**config.mk**
```make
export PLATFORM = sky130hd
export DESIGN_NAME = bp_be_ctxt_switch_ctrl
export DESIGN_NICKNAME = d
export VERILOG_FILES = /design/src/rtl/bp_be_ctxt_switch_ctrl.sv
export SDC_FILE = /design/constraint.sdc
export NUM_CORES = 1
export LEC_CHECK = 0
export CAP_MARGIN = 20
export CORE_UTILIZATION = 49
export DETAILED_ROUTE_END_ITERATION = 8
export PLACE_DENSITY_LB_ADDON = 0.25
export SYNTH_ARGS = -nofsm -noshare
export SYNTH_HDL_FRONTEND = slang
export SYNTH_SLANG_ARGS = --single-unit
```
**constraint.sdc**
```tcl
create_clock -name clk_i -period 2.2 [get_ports clk_i]
set_input_delay 0.33 -clock clk_i [delete_from_list [all_inputs] [get_ports clk_i]]
set_output_delay 0.33 -clock clk_i [all_outputs]
set_load 0.03 [all_outputs]
```
**src/rtl/bp_be_ctxt_switch_ctrl.sv**
```systemverilog
// Hardware thread switch sequencer driven by CTXT CSR writes: stall FE, drain the BE,
// save the outgoing context, restore the incoming one, flush and resume.
module bp_be_ctxt_switch_ctrl #(
    parameter int unsigned num_threads_p     = 4,
    parameter int unsigned thread_id_width_p = 2,
    parameter int unsigned drain_timeout_p   = 255
) (
    input  logic                         clk_i,
    input  logic                         reset_n_i,
    input  logic                         csr_ctxt_write_v_i,
    input  logic [thread_id_width_p-1:0] csr_ctxt_write_data_i,
    input  logic [num_threads_p-1:0]     thread_en_i,
    input  logic                         pipe_idle_i,
    output logic                         ctx_save_v_o,
    input  logic                         ctx_save_ready_i,
    output logic                         ctx_restore_v_o,
    input  logic                         ctx_restore_ready_i,
    output logic [thread_id_width_p-1:0] ctx_id_o,
    output logic [thread_id_width_p-1:0] current_thread_id_o,
    output logic                         fe_stall_o,
    output logic                         flush_o,
    output logic                         busy_o,
    output logic                         switch_done_o,
    output logic                         illegal_o,
    output logic                         timeout_o
);

    localparam int unsigned cnt_width_lp = $clog2(drain_timeout_p + 1);
    localparam logic [cnt_width_lp-1:0] cnt_limit_lp = cnt_width_lp'(drain_timeout_p);

    localparam logic [2:0] StIdle    = 3'd0;
    localparam logic [2:0] StDrain   = 3'd1;
    localparam logic [2:0] StSave    = 3'd2;
    localparam logic [2:0] StRestore = 3'd3;
    localparam logic [2:0] StResume  = 3'd4;

    logic [2:0]                   state_q, state_d;
    logic [thread_id_width_p-1:0] cur_id_q, cur_id_d;
    logic [thread_id_width_p-1:0] pending_id_q, pending_id_d;
    logic [cnt_width_lp-1:0]      drain_cnt_q, drain_cnt_d;
    logic                         illegal_q, illegal_d;
    logic                         timeout_q, timeout_d;

    logic [31:0]             target_ext;
    logic                    target_legal;
    logic [cnt_width_lp-1:0] drain_cnt_inc;

    assign target_ext    = 32'(csr_ctxt_write_data_i);
    assign target_legal  = (target_ext < num_threads_p) && thread_en_i[csr_ctxt_write_data_i];
    assign drain_cnt_inc = drain_cnt_q + cnt_width_lp'(1);

    always_comb begin
        state_d      = state_q;
        cur_id_d     = cur_id_q;
        pending_id_d = pending_id_q;
        drain_cnt_d  = drain_cnt_q;
        illegal_d    = 1'b0;
        timeout_d    = 1'b0;
        case (state_q)
            StIdle: begin
                if (csr_ctxt_write_v_i) begin
                    if (!target_legal) begin
                        illegal_d = 1'b1;
                    end else if (csr_ctxt_write_data_i != cur_id_q) begin
                        pending_id_d = csr_ctxt_write_data_i;
                        drain_cnt_d  = '0;
                        state_d      = StDrain;
                    end
                end
            end
            StDrain: begin
                // Idle pipe wins over a timeout landing in the same cycle.
                if (pipe_idle_i) begin
                    state_d = StSave;
                end else if (drain_cnt_inc == cnt_limit_lp) begin
                    timeout_d    = 1'b1;
                    pending_id_d = '0;
                    drain_cnt_d  = '0;
                    state_d      = StIdle;
                end else begin
                    drain_cnt_d = drain_cnt_inc;
                end
            end
            StSave: begin
                if (ctx_save_ready_i) state_d = StRestore;
            end
            StRestore: begin
                if (ctx_restore_ready_i) begin
                    cur_id_d = pending_id_q;
                    state_d  = StResume;
                end
            end
            StResume: begin
                state_d = StIdle;
            end
            default: begin
                state_d = StIdle;
            end
        endcase
    end

    always_ff @(posedge clk_i or negedge reset_n_i) begin
        if (!reset_n_i) begin
            state_q      <= StIdle;
            cur_id_q     <= '0;
            pending_id_q <= '0;
            drain_cnt_q  <= '0;
            illegal_q    <= 1'b0;
            timeout_q    <= 1'b0;
        end else begin
            state_q      <= state_d;
            cur_id_q     <= cur_id_d;
            pending_id_q <= pending_id_d;
            drain_cnt_q  <= drain_cnt_d;
            illegal_q    <= illegal_d;
            timeout_q    <= timeout_d;
        end
    end

    always_comb begin
        ctx_save_v_o    = (state_q == StSave);
        ctx_restore_v_o = (state_q == StRestore);
        ctx_id_o        = '0;
        if (ctx_save_v_o)    ctx_id_o = cur_id_q;
        if (ctx_restore_v_o) ctx_id_o = pending_id_q;
    end

    assign current_thread_id_o = cur_id_q;
    assign busy_o              = (state_q != StIdle);
    assign fe_stall_o          = busy_o;
    assign flush_o             = (state_q == StResume);
    assign switch_done_o       = (state_q == StResume);
    assign illegal_o           = illegal_q;
    assign timeout_o           = timeout_q;

endmodule

```
---- Word-level counts from Yosys, hierarchy flattened ----
Cells that the tools add are included.
cells by class
  add/sub/neg operators ................... 1
  order comparisons ....................... 2
  eq/ne operators ......................... 14
  mux-type cells .......................... 30
  reduce and logical (&&, ||, !) cells .... 8
operator list
  operator                                                                       count
  8-bit 2-to-1 mux                                                               5
  3-bit 2-to-1 mux                                                               7
  8-bit case mux with 2 select lines                                             1
  2-bit 2-to-1 mux                                                               7
  3-bit case mux with 4 select lines                                             1
  6-bit AND reduction                                                            2
  2-bit != test (second input constant)                                          5
  8-bit by 1-bit adder with 8-bit output (second input constant)                 1
  8-bit == test (second input constant)                                          1
  1-bit 2-to-1 mux                                                               7
  3-bit by 2-bit == test with 1-bit output (second input constant)               2
  2-bit by 3-bit less-than comparator with 1-bit output (second input constant)  2
  5-bit AND reduction                                                            1
  2-bit by 1-bit != test with 1-bit output (second input constant)               2
  2-bit case mux with 2 select lines                                             1
  3-bit by 1-bit == test with 1-bit output (second input constant)               1
  3-bit == test (second input constant)                                          1
  3-bit zero test                                                                1
  3-bit != test (second input constant)                                          1
  3-bit nonzero test                                                             1
  1-bit binary-select mux with 2-bit select                                      1
  2-bit != test                                                                  1
  2-bit AND reduction                                                            1
  2-bit nonzero test                                                             1
  1-bit logical AND                                                              1
storage, ports and cells
  register bits ........................... 17
  output and inout bits ................... 12
  word-level logic and storage cells ...... 61

---- Longest topological paths before layout ----
Gate-level depths: netlist of run 1.
  word-level depth ........................ 6
  mapped depth ............................ 6

---- Least setup slack after synthesis of run 1 ----
Ideal clock, no wire load.
  path type ............................... reg-to-output
  start ................................... register state_q[0]
  end ..................................... output ctx_id_o[0]
  arrival ................................. 1.811 ns
  slack ................................... 0.059 ns
  cell stages (with the launch flop) ...... 4
  buffers on the path ..................... 1
  path through ............................ dfrtp_1 > buf_2 > nor3b_1 > a22o_1
on the way
  word-level cells in the longest chain between the ends .. 3
  elaborated cells between the ends (all ways) .. 4
  classes of those cells .................. 2 x eq/ne; 2 x mux
RTL lines
  item                                      RTL line  source
  start, declared                           37        logic [2:0] state_q, state_d;
  start signal, assigned                    104       state_q <= StIdle;
  start signal, assigned                    111       state_q <= state_d;
  3-bit by 2-bit == test with 1-bit output  121       ctx_save_v_o = (state_q == StSave);
  via ctx_save_v_o                          14        output logic ctx_save_v_o,
  2-bit 2-to-1 mux                          124       if (ctx_save_v_o) ctx_id_o = cur_id_q;
  2-bit 2-to-1 mux                          125       if (ctx_restore_v_o) ctx_id_o = pending_id_q;
  end, declared                             18        output logic [thread_id_width_p-1:0] ctx_id_o,
The timed path passes the listed nets, and every way through them passes these cells.

---- Worst setup path in the final report of run 1 ----
  start ................................... register state_q[0]
  end ..................................... output ctx_save_v_o
on the way
  word-level cells in the longest chain between the ends .. 1
RTL lines
  item                                      RTL line
  3-bit by 2-bit == test with 1-bit output  121
  end, declared                             14
No other way between the ends.

==> results of run 1 <==
critical path, cell delays in order, from the launching register on:
cell and delay [ns]:
dfrtp_1 0.42, nor3b_2 0.27, clkdlybuf4s50_1 0.72
cells by family after synthesis:
family | share of synthesized area [%]
AO/OA/AOI/OAI | 22.6
XOR/XNOR | 3.30
adder cells (fa/ha/maj) | 2.36
buffers and inverters | 4.83
flip-flops | 40.1
multiplexers | 4.24
AND/OR/NAND/NOR | 22.5
routing by layer:
metal	up-vias	share of wire, %
li1	448	-
met5	-	0
met2	38	49
met1	443	43
met4	0	2.1
met3	9	5.9
cells in the final DEF, fill, tap and decap left out, types with 3 or more instances in the layout:
cell	count
nor3_1	4
inv_1	7
clkdlybuf4s50_1	16
buf_4	5
nand2_1	17
dlygate4sd2_1	6
clkbuf_4	3
o21ai_0	4
o211ai_1	4
nor2_1	4
dfrtp_1	17
how the worst max path moves through the flow:
stage / from / end / depth (start not counted)
2_1_floorplan: state_q[0] / ctx_id_o[0] / 3
3_3_place_gp: csr_ctxt_write_data_i[0] / pending_id_q[1] / 6
3_5_place_dp: csr_ctxt_write_data_i[0] / pending_id_q[1] / 6
4_1_cts: state_q[2] / ctx_restore_v_o / 3
5_1_grt: state_q[0] / ctx_save_v_o / 2
6_report: state_q[0] / ctx_save_v_o / 2
power by group through the flow:
stage,sequential [mW],combinational [mW],clock (mW)
final,0.489,0.832,0.176
after global routing,0.505,0.896,0.193
after CTS,0.489,0.837,0.181
after detailed placement,0.493,0.871,0
after global placement,0.487,0.857,0
after floorplan,0.513,0.536,0
state kept, by name (all words and copies together) (netlist names):
name                 count
current_thread_id_o      2
pending_id_q             2
state_q                  3
illegal_o                1
timeout_o                1
drain_cnt_q              8
area by class of cell:
type / instances / area share (%)
Clock buffer: 4 / 1.93
Timing Repair Buffer: 28 / 19.3
Sequential cell: 17 / 31.2
Tap cell: 27 / 2.48
Multi-Input combinational cell: 81 / 43.2
Inverter: 7 / 1.93
timing repair:
| action | 4_1_cts | 5_1_grt |
|---|---|---|
| setup endpoints to repair | 7 | 1 |
| gates resized for setup | 7 | 1 |
| buffers inserted | 0 | 0 |
==> out/metrics.yaml, run 1 <==
outcome:
  status: "complete, no violations"
cts:
  clock_sinks: 17
  clk_latency_ns: 0.30
  holdBufCountCts: 0
  clockBufferDepth: 2
  cts-root-buf: "clkbuf_4"
  cts_tree: "done"
  clk_pin_slew_ns: 0.10
  cts_buffers: 3
  htreeDepth: 1
yosys:
  postSynthNetCount: 123
  synth_ff_type: "dfrtp_1"
  async_flop_share_pct: 100
  ys_seq_area_share_pct: 40.1
  synth_edf_count: 0
  ys.warnings.count: 0
  ys_ff_latch: 17
  yosys.area.top_type: "dfrtp_1"
  synthCells: 109
  syn-mean-instance-area_um2: 9.73
  ys_top_cells_by_area: "dfrtp_1, nand2_1, o211ai_1"
  netlist_area_um2: 1060
  synthTopCellsByCount: "dfrtp_1, nand2_1, inv_1"
  netlist-cell-type-count: 43
  yosysTopAreaCellShare_pct: 40.1
placement:
  dp_cells: 160
  dp_hpwl_um: 1750
  gp_congestion: 0.812
  place_ws_ns: 0.0644
  io_buffer_count: 23
  place_area_um2: 1340
final_layout:
  area_growth_pct: 28.5
  drive_gt1_share_pct: 16.8
  multi_input_area_um2: 589
  finalCoreUtilization_pct: 68.1
  fin_area_um2: 1360
  seqCellArea_um2: 425
  diodes: 0
  fillers: 164
  final_cells: 164
  finalNetCount: 152
grt:
  grt-ovfl-total: 0
  grt.busiest_layer: "met2"
  grt_pass1_vias: 867
  met1_usage_pct: 29.3
  grt.met3_usage_pct: 3.46
  grtUsageTotal_pct: 22.6
  met2_usage_pct: 37.1
  antenna_found_initial: 0
  grt_pass1_wl_um: 4010
  grt_max_degree: 18
critical_path:
  regToRegEndpoint: "drain_cnt_q[4]"
  ff2ff_setup_slack_ns: 0.29
  critPathKind: "register to output port"
  critPathRequiredTime_ns: 1.87
  crit_fanout: 3
  cp.arrival_ns: 1.72
  endpoint_kind: "output port"
  r2r-start: "drain_cnt_q[0]"
  r2r_cells: 6
  startpoint_type: "register"
timing:
  hold_viol_final: 0
  timing.slew.headroom_pct: 72.7
  rsz0062_at_grt: "false"
  finClkSkew_ns: 0.00844
  tightest_slew_ns: 0.410
  max_freq_ghz: 0.488
  period_minus_slack_ns: 2.05
  whs_ns: 0.337
  setup_slack_ns: 0.152
  setup_violations: 0
  fin_crit_sh_pct: 93.1
  drv_slew: 0
  setup_tns_ns: 0
pwr:
  p_seq_share_pct: 32.7
  p_int_mw: 0.809
  clkPwrFrac_pct: 11.8
  power.share.switching_pct: 46.0
  p_switching_mw: 0.689
  leakagePower_nw: 0.592
  power.total_mw: 1.50
  powerDensity_nw_per_um2: 1100
  combPwrFrac_pct: 55.6
  ir_worst_vdd_uv: 886
detailed_routing:
  wl_um: 2420
  firstDrtPassIters: 4
  vias: 938
  routedWlPerCell_um: 14.8
  ant_nets: 0
  drcViolationCount: 0
  drt_iter0_markers: 25
  via_per_inst: 5.72
die:
  core_um2: 2000
  row_count: 16
  die_width_um: 48.5
  fp.dieH_um: 48.5
  ios: 24
  initial_core_util_pct: 53.0
  die_area_um2: 2360
min_path:
  min_path_type: "primary input to async pin"
flow_run:
  drv_cap: 0
Power figures use the tool's default switching activity.
==> run 2: changes to the inputs <==
--- a/config.mk
+++ b/config.mk
@@ -6,9 +6,11 @@
 export NUM_CORES = 1
 export LEC_CHECK = 0
 export CAP_MARGIN = 20
-export CORE_UTILIZATION = 49
+export CELL_PAD_IN_SITES_DETAIL_PLACEMENT = 0
+export CELL_PAD_IN_SITES_GLOBAL_PLACEMENT = 1
+export CORE_UTILIZATION = 37
 export DETAILED_ROUTE_END_ITERATION = 8
-export PLACE_DENSITY_LB_ADDON = 0.25
+export PLACE_DENSITY_LB_ADDON = 0.05
 export SYNTH_ARGS = -nofsm -noshare
 export SYNTH_HDL_FRONTEND = slang
 export SYNTH_SLANG_ARGS = --single-unit
==> out/metrics.yaml, run 2 (synthesized netlist as in run 1, its figures left out) <==
detailed_routing:
  drcViolationCount: 0  # unchanged
  ant_nets: 0  # unchanged
  firstDrtPassIters: 3  # -1
  drt_iter0_markers: 13  # -48%
  wl_um: 2340  # -3.1%
  vias: 891  # -5.0%
  via_per_inst: 5.30  # -7.3%
  routedWlPerCell_um: 14.0  # -5.4%
final_layout:
  area_growth_pct: 30.0
  largest_reg_flops: 8  # unchanged
  top_regs: "drain_cnt_q: 8 flops, state_q: 3 flops"
  drive_gt1_share_pct: 18.2  # +1.5 points
  fin_area_um2: 1380  # +1.1%
  layout_commonest_cell: "clkdlybuf4s50_1"
  layout_common_cells: "clkdlybuf4s50_1, nand2_1, dfrtp_1"
  regMostFlops: "drain_cnt_q"
  diodes: 0  # unchanged
  finalNetCount: 152  # unchanged
grt:
  grt-ovfl-total: 0  # unchanged
  grtUsageTotal_pct: 16.7  # -5.9 points
  grt_pass1_vias: 937  # +8.1%
  antenna_found_initial: 0  # unchanged
  grt_max_degree: 18  # unchanged
  grt_pass1_wl_um: 4100  # +2.2%
timing:
  drv_slew: 0  # unchanged
  tightest_slew_ns: 0.437  # +0.0277 ns
  finClkSkew_ns: 0.0136  # +0.00520 ns
  period_minus_slack_ns: 2.13  # +0.0803 ns
  setup_tns_ns: 0  # unchanged
  setup_violations: 0  # unchanged
  max_freq_ghz: 0.470  # -3.8%
  hold_viol_final: 0  # unchanged
  rsz0062_at_grt: "false"
  setup_slack_ns: 0.0715  # -0.0803 ns
  timing.slew.headroom_pct: 70.8  # -1.8 points
  whs_ns: 0.355  # +0.0187 ns
  fin_crit_sh_pct: 96.7  # +3.6 points
critical_path:
  critPathRequiredTime_ns: 1.87  # about the same
  startpoint_type: "register"
  endpoint_kind: "output port"
  critPathKind: "register to output port"
  crit_fanout: 7  # +4
  ff2ff_setup_slack_ns: 0.29  # about the same
  cp.arrival_ns: 1.80  # +0.08 ns
die:
  initial_core_util_pct: 38.8  # -14 points
  die_width_um: 55.6  # +14%
  die_area_um2: 3090  # +31%
  ios: 24  # unchanged
  core_um2: 2730  # +37%
  row_count: 19  # +3
  fp.dieH_um: 55.6  # +14%
flow_run:
  drv_cap: 0  # unchanged
cts:
  clk_latency_ns: 0.29  # about the same
  clockBufferDepth: 2  # unchanged
  cts_buffers: 3  # unchanged
  cts_tree: "done"
  clk_pin_slew_ns: 0.11  # about the same
  cts-root-buf: "clkbuf_4"
  htreeDepth: 1  # unchanged
  holdBufCountCts: 0  # unchanged
  clock_sinks: 17  # unchanged
  postCtsSetupRepairBufs: 0  # unchanged
outcome:
  status: "complete, no violations"
placement:
  io_buffer_count: 23  # unchanged
  place_area_um2: 1340  # +0.37%
  gp_congestion: 0.759  # -6.6%
  dp_hpwl_um: 1780  # +1.6%
  place_ws_ns: 0.0400  # -0.0245 ns
pwr:
  ir_worst_vdd_uv: 768  # -13%
  powerDensity_nw_per_um2: 1100  # -0.13%
  leakagePower_nw: 0.595  # +0.53%
min_path:
  min_path_type: "primary input to async pin"
-- run 2: path summary, 6_finish.rpt --
path	startpoint	end	depth (start not counted)
setup reg to reg	drain_cnt_q[0]	drain_cnt_q[2]	6
hold / removal	reset_n_i	current_thread_id_o[1]	2
max in group asynchronous	reset_n_i	current_thread_id_o[0]	2
min in group clk_i	drain_cnt_q[7]	drain_cnt_q[7]	2
hold reg to reg	drain_cnt_q[7]	drain_cnt_q[7]	2
setup / recovery	state_q[1]	ctx_restore_v_o	3
-- run 2: area by class of cell --
| cell class | count | area (µm²) |
|---|---|---|
| Fill cell | 277 | 1360 |
| Multi-Input combinational cell | 81 | 594 |
| Sequential cell | 17 | 425 |
| Timing Repair Buffer | 28 | 267 |
| Tap cell | 31 | 38.8 |
| Inverter | 7 | 26.3 |
| Clock buffer | 3 | 22.5 |
| Clock inverter | 1 | 5.00 |
-- run 2: what timing repair did --
item	in CTS	in global routing
resized for setup	4	2
pin swaps	0	0
setup endpoints to repair	2	3
-- run 2: where the power goes --
part           internal, mW  switching [mW]
Clock                0.0675           0.102
Combinational         0.360           0.478
Sequential            0.397           0.107
Total                 0.825           0.687
-- run 2: per-layer routing --
metal | wire length (µm) | track usage (%) | share of wire, % | vias to the layer above
met5 | 0 | 0 | 0 | -
met1 | 1060 | 20.2 | 45 | 421
met4 | 19 | 5.36 | 0.81 | 0
met2 | 1130 | 29.6 | 48 | 19
met3 | 131 | 3.51 | 5.6 | 2
li1 | - | - | - | 449
-- run 2: critical path, stage by stage (launching register included) --
cell and delay, ns:
dfrtp_1 0.40, buf_4 0.17, and3b_1 0.24, clkdlybuf4s50_1 0.69
-- run 2: metrics by stage --
step                instances  utilization, %  power [mW]
floorplan                 109               -        1.05
global placement          164            49.1        1.36
detailed placement        164            49.1        1.37
CTS                       168            50.2        1.53
global route              168            50.4        1.63
finish                    168            50.4        1.51
